**src/rtl/addsub_pkg.sv**
```systemverilog
// Shared types and constants for the add/sub operation sequencer.
// The state enum is the single source of truth for FSM encoding.
package addsub_pkg;

  localparam int WIDTH_DEF = 6;

  localparam logic OP_ADD = 1'b0;
  localparam logic OP_SUB = 1'b1;

  typedef enum logic [1:0] {
    ENTER_A = 2'd0,
    ENTER_B = 2'd1,
    EXEC    = 2'd2,
    SHOW    = 2'd3
  } state_t;

endpackage

```
**src/rtl/show_timer.sv**
```systemverilog
// Idle down-counter for the SHOW state: loaded on start, counts while enabled,
// and flags expiry once SHOW_CYCLES enabled cycles have been spent.
module show_timer #(
  parameter int SHOW_CYCLES = 50_000_000
) (
  input  logic clk,
  input  logic reset,
  input  logic start,
  input  logic enable,
  output logic expire
);

  localparam int TW = (SHOW_CYCLES > 2) ? $clog2(SHOW_CYCLES) : 1;
  localparam logic [TW-1:0] LOAD = TW'(SHOW_CYCLES - 1);

  logic [TW-1:0] count;

  always_ff @(posedge clk or posedge reset) begin
    if (reset) begin
      count <= '0;
    end else if (start) begin
      count <= LOAD;
    end else if (enable && (count != '0)) begin
      count <= count - 1'b1;
    end
  end

  // Expiry marks the last enabled cycle; the owner acts on the following edge.
  assign expire = enable && (count == '0);

endmodule

```
**src/rtl/addsub_sequencer.sv**
```systemverilog
// Single-button sequencer: A entry, B entry, one-cycle execute, result display.
// Operands feed an external combinational ADD/SUB; its result is captured in EXEC.
module addsub_sequencer
  import addsub_pkg::*;
#(
  parameter int WIDTH       = WIDTH_DEF,
  parameter int SHOW_CYCLES = 50_000_000
) (
  input  logic             clk,
  input  logic             reset,
  input  logic             press,
  input  logic [WIDTH-1:0] sw_value,
  input  logic             add_sub,
  input  logic             chain,
  input  logic [WIDTH-1:0] dp_result,
  input  logic             dp_of,
  output logic [WIDTH-1:0] op_a,
  output logic [WIDTH-1:0] op_b,
  output logic             op_sel,
  output logic [WIDTH-1:0] result_q,
  output logic             of_q,
  output logic             result_valid,
  output logic             a_led,
  output logic             b_led,
  output logic             busy,
  output logic [7:0]       op_count,
  output state_t           state_dbg
);

  state_t state;
  logic   timer_start;
  logic   timer_enable;
  logic   timer_expire;

  assign timer_start  = (state == EXEC);
  assign timer_enable = (state == SHOW);

  show_timer #(
    .SHOW_CYCLES (SHOW_CYCLES)
  ) u_show_timer (
    .clk    (clk),
    .reset  (reset),
    .start  (timer_start),
    .enable (timer_enable),
    .expire (timer_expire)
  );

  // result_valid is a level qualifier, not a handshake: result_q/of_q are
  // meaningful exactly while it is high, and the display has no back-pressure.
  always_ff @(posedge clk or posedge reset) begin
    if (reset) begin
      state        <= ENTER_A;
      op_a         <= '0;
      op_b         <= '0;
      op_sel       <= OP_ADD;
      result_q     <= '0;
      of_q         <= 1'b0;
      result_valid <= 1'b0;
      op_count     <= 8'd0;
    end else begin
      case (state)
        ENTER_A: begin
          if (press) begin
            op_a  <= sw_value;
            state <= ENTER_B;
          end
        end
        ENTER_B: begin
          if (press) begin
            op_b   <= sw_value;
            op_sel <= add_sub;
            state  <= EXEC;
          end
        end
        EXEC: begin
          result_q     <= dp_result;
          of_q         <= dp_of;
          result_valid <= 1'b1;
          if (op_count != 8'hFF) begin
            op_count <= op_count + 8'd1;
          end
          state <= SHOW;
        end
        SHOW: begin
          // A press takes priority over a coincident timeout.
          if (press) begin
            result_valid <= 1'b0;
            if (chain && !of_q) begin
              op_a  <= result_q;
              state <= ENTER_B;
            end else begin
              state <= ENTER_A;
            end
          end else if (timer_expire) begin
            result_valid <= 1'b0;
            state        <= ENTER_A;
          end
        end
        default: state <= ENTER_A;
      endcase
    end
  end

  assign a_led     = (state == ENTER_A);
  assign b_led     = (state == ENTER_B);
  assign busy      = (state == EXEC);
  assign state_dbg = state;

endmodule

```
**config.mk**
```make
export PLATFORM = sky130hd
export DESIGN_NAME = addsub_sequencer
export DESIGN_NICKNAME = d
export VERILOG_FILES = /design/src/rtl/addsub_pkg.sv /design/src/rtl/show_timer.sv /design/src/rtl/addsub_sequencer.sv
export SDC_FILE = /design/constraint.sdc
export NUM_CORES = 1
export LEC_CHECK = 0
export ABC_AREA = 0
export CORE_MARGIN = 1.5
export CORE_UTILIZATION = 56
export CTS_BUF_LIST = sky130_fd_sc_hd__clkbuf_8
export DETAILED_ROUTE_END_ITERATION = 8
export DONT_BUFFER_PORTS = 1
export GPL_ROUTABILITY_DRIVEN = 0
export PLACE_DENSITY_LB_ADDON = 0.05
export SLEW_MARGIN = 10
export SYNTH_ARGS = -nofsm -noshare
export SYNTH_HDL_FRONTEND = slang
export SYNTH_SLANG_ARGS = --single-unit
```
**constraint.sdc**
```tcl
create_clock -name clk -period 6.9 [get_ports clk]
set_input_delay 0.345 -clock clk [delete_from_list [all_inputs] [get_ports clk]]
set_output_delay 0.345 -clock clk [all_outputs]
set_load 0.02 [all_outputs]
```
==> qor.json <==
{
  "timing": {
    "final.setup.tns_ns": 0,
    "rsz_0062_raised_after_global_routing": "false",
    "layout_min_cycle_time_ns": 3.06,
    "slew-limit-headroom_pct": 51.5,
    "slew_violations": 0,
    "crit_share_post_route_pct": 44.3,
    "fin_worst_skew_ns": 0.00959,
    "hold_viol": 0,
    "fmaxAchievable_mhz": 327,
    "postLayoutSetupSlackWorst_ns": 3.84,
    "tightestPinTransition_ns": 0.727,
    "setup_viol": 0
  },
  "clock_network": {
    "postCtsSetupRepairBufs": 0,
    "number_of_sinks_handled_by_clock_tree_synthesis": 57,
    "cts_inserted_buffers": 9,
    "post_cts_resize_count": 0,
    "cts_max_path_buffers": 2,
    "htree_levels": 3,
    "postCtsHoldBufs": 0,
    "clk-insertion-delay-late_ns": 0.33,
    "clk_root_buffer_cell": "clkbuf_8",
    "cts.clk_slew.worst_paths_ns": 0.06,
    "cts_tree": "done"
  },
  "worst_setup_path": {
    "worst-r2r-setup-slack_ns": 3.84,
    "critical_path_arrival_ns": 3.27,
    "critical_path_start_end_classification": "flop to flop",
    "crit_fanout": 14,
    "r2r_start": "state_dbg[1]$_DFFE_PP0P_",
    "critical_path_required_ns": 7.11,
    "worstSetupStartpoint": "state_dbg[1]$_DFFE_PP0P_",
    "cp-end-kind": "flop",
    "worst_setup_path_start_kind": "flop"
  },
  "grt": {
    "antenna_found_initial": 0,
    "grt_pass1_vias": 2143,
    "grt_max_degree": 58,
    "wire_length_of_the_first_global_routing_pass_um": 10200,
    "globalRouteTotalUtil_pct": 22.2,
    "grt-ovfl-total": 0
  },
  "synth": {
    "synthFlopType": "dfrtp_1",
    "synthDominantAreaCellType": "dfrtp_1",
    "synth_nets": 307,
    "synth_enable_flop_cells": 0,
    "post-synth-top-area-fraction_pct": 47.7,
    "sequential_to_total_area_share_from_yosys_stat_pct": 47.7,
    "synthArstFlopShare_pct": 100,
    "postSynthRegisterBits": 57,
    "synth-warning-count": 0,
    "syn_area_um2": 2990,
    "synth_cell_types": 49,
    "post_synth_inst_count": 283,
    "synth_area_per_cell_um2": 10.6,
    "netlist_top_cells_area": "dfrtp_1 48%, mux2_2 6.0%, mux2i_1 3.3%, nand3_1 3.0%, ha_1 2.5%"
  },
  "floorplanning": {
    "die_height_um": 76.1,
    "boundaryPins": 52,
    "floorplan.die_area_um2": 5790,
    "core.rowCount": 26,
    "core-area_um2": 5140,
    "initial_utilization_pct": 58.2,
    "die_x_um": 76.1
  },
  "power": {
    "p_per_area_nw_per_um2": 388,
    "leakage_nw": 1.23,
    "power_total_w": 0.00124,
    "vdd_ir_drop_max_v": 0.000282
  },
  "cells_and_area": {
    "stdcell_area_um2": 3190,
    "antennaDiodeCount": 0,
    "num-fill-cells": 454,
    "final_net_count": 306,
    "post_route_cells_drive_above_1_share_pct": 16.0,
    "growth_of_design_area_from_synthesis_to_finish_pct": 6.82
  },
  "placed_design": {
    "detailedPlacementHpwl_um": 4080,
    "detailed_place.area_um2": 3000,
    "place_worst_setup_slack_ns": 3.74,
    "numPortBuffers": 0
  },
  "routing": {
    "detailed_router_iteration_count_before_antenna_repair": 4,
    "final_routed_wirelength_um": 6140,
    "antenna_left": 0,
    "drt_iter0_drc": 155,
    "drt-wirelength-per-cell_um": 17.2,
    "post-route-drc-count": 0,
    "dr_total_vias": 2182,
    "route.detailed.vias_per_inst": 6.11
  },
  "run": {
    "max_cap_viol_count": 0
  },
  "hold_path": {
    "hold_path_class": "primary input to async pin"
  },
  "status": {
    "status": "finished, final reports clean"
  }
}
==> cells in the final DEF, fill, tap and decap left out, drive strengths merged, types with 2 or more instances in the layout <==
cell	Yosys	routed
nor4	10	10
inv	9	10
o41ai	3	3
nor2b	7	7
or4	9	9
a31oi	2	2
nand3b	2	2
or4b	5	5
nand3	18	18
nor2	14	14
or3b	3	3
xnor2	4	4
ha	6	6
mux2i	10	10
nand4b	2	2
or2	2	2
a21oi	8	8
dfrtp	57	57
and3	5	5
or3	10	10
clkbuf	5	13
nand4	2	2
mux2	19	19
o21ai	20	20
nor3b	2	2
buf	8	2
nor3	11	11
clkinv	0	2
a41oi	2	2
o31ai	5	5
nand2	15	15
==> worst max-delay path: stages, from the launching register on <==
cell and delay [ns]:
dfrtp_1 0.54, ha_1 0.63, inv_1 0.27, nor3b_1 0.54, nand2_1 0.30, nor4_1 0.30
mux2_1 0.35
==> cell families (layout without fill, tap and decap cells) <==
family / after synthesis / count (layout) / share of synthesized area, %
simple gates: 119 / 119 / 24.7
flops: 57 / 57 / 47.7
compound gates: 45 / 45 / 9.21
mux: 29 / 29 / 10.5
buf+inv: 23 / 27 / 4.23
fa+ha+maj: 6 / 6 / 2.51
xor+xnor: 4 / 4 / 1.17
==> cell type report <==
type / count / area, µm² / area share, %
clock inverter: 3 / 13.8 / 0.431
sequential: 57 / 1430 / 44.7
clock buffer: 13 / 179 / 5.60
inverter: 9 / 33.8 / 1.06
multi-input combinational: 203 / 1440 / 45.0
timing repair buffer: 2 / 15.0 / 0.470
tap: 70 / 87.6 / 2.74
==> report_power, final <==
group	leakage, nW	internal (W)	switching [W]	total (W)
Clock	0.107	0.000167	0.000128	0.000295
Sequential	0.648	0.000426	0.000191	0.000617
Combinational	0.479	0.000143	0.000183	0.000326
==> cell usage after synthesis, drive strengths merged, types with 4 or more instances <==
cell and instances:
nand2 15, nor2 14, nor4 10, dfrtp 57
buf 8, a21oi 8, or4 9, nand3 18
and3 5, ha 6, mux2i 10, xnor2 4
mux2 19, or3 10, nor3 11, nor2b 7
inv 9, clkbuf 5, o21ai 20, o31ai 5
or4b 5
==> sequential cells by signal, summed over array words and instances (netlist names) <==
name,count
result_q,6
op_sel,1
op_a,6
op_count,8
state_dbg,2
of_q,1
u_show_timer.count,26
result_valid,1
op_b,6
==> per-layer routing <==
| layer | track usage, % | wire length [µm] |
|---|---|---|
| met3 | 6.95 | 326 |
| met1 | 28.2 | 2830 |
| met5 | 0 | 0 |
| met2 | 36.3 | 2970 |
| met4 | 7.04 | 14 |
==> metrics by stage <==
stage / hold slack (ns) / util [%] / std cells
final: 0.107 / 62.1 / 357
after global routing: 0.140 / 62.1 / 357
after global placement: 0.479 / 58.3 / 341
after CTS: 0.122 / 62.1 / 357
after floorplan: 0.489 / - / 283
after detailed placement: 0.479 / 58.3 / 341
==> path summary, 6_finish.rpt <==
kind / endpoint / cells past startpoint
worst max register to register: u_show_timer.count[9]$_DFFE_PP0P_ / 6
worst min-delay path: state_dbg[0]$_DFFE_PP0P_ / 2
worst max-delay path: u_show_timer.count[9]$_DFFE_PP0P_ / 6
worst min register to register: u_show_timer.count[24]$_DFFE_PP0P_ / 2
max in group asynchronous: op_sel$_DFFE_PP0P_ / 2
min in group clk: of_q$_DFFE_PP0P_ / 1
No activity file was read; power rests on OpenSTA's default activity.
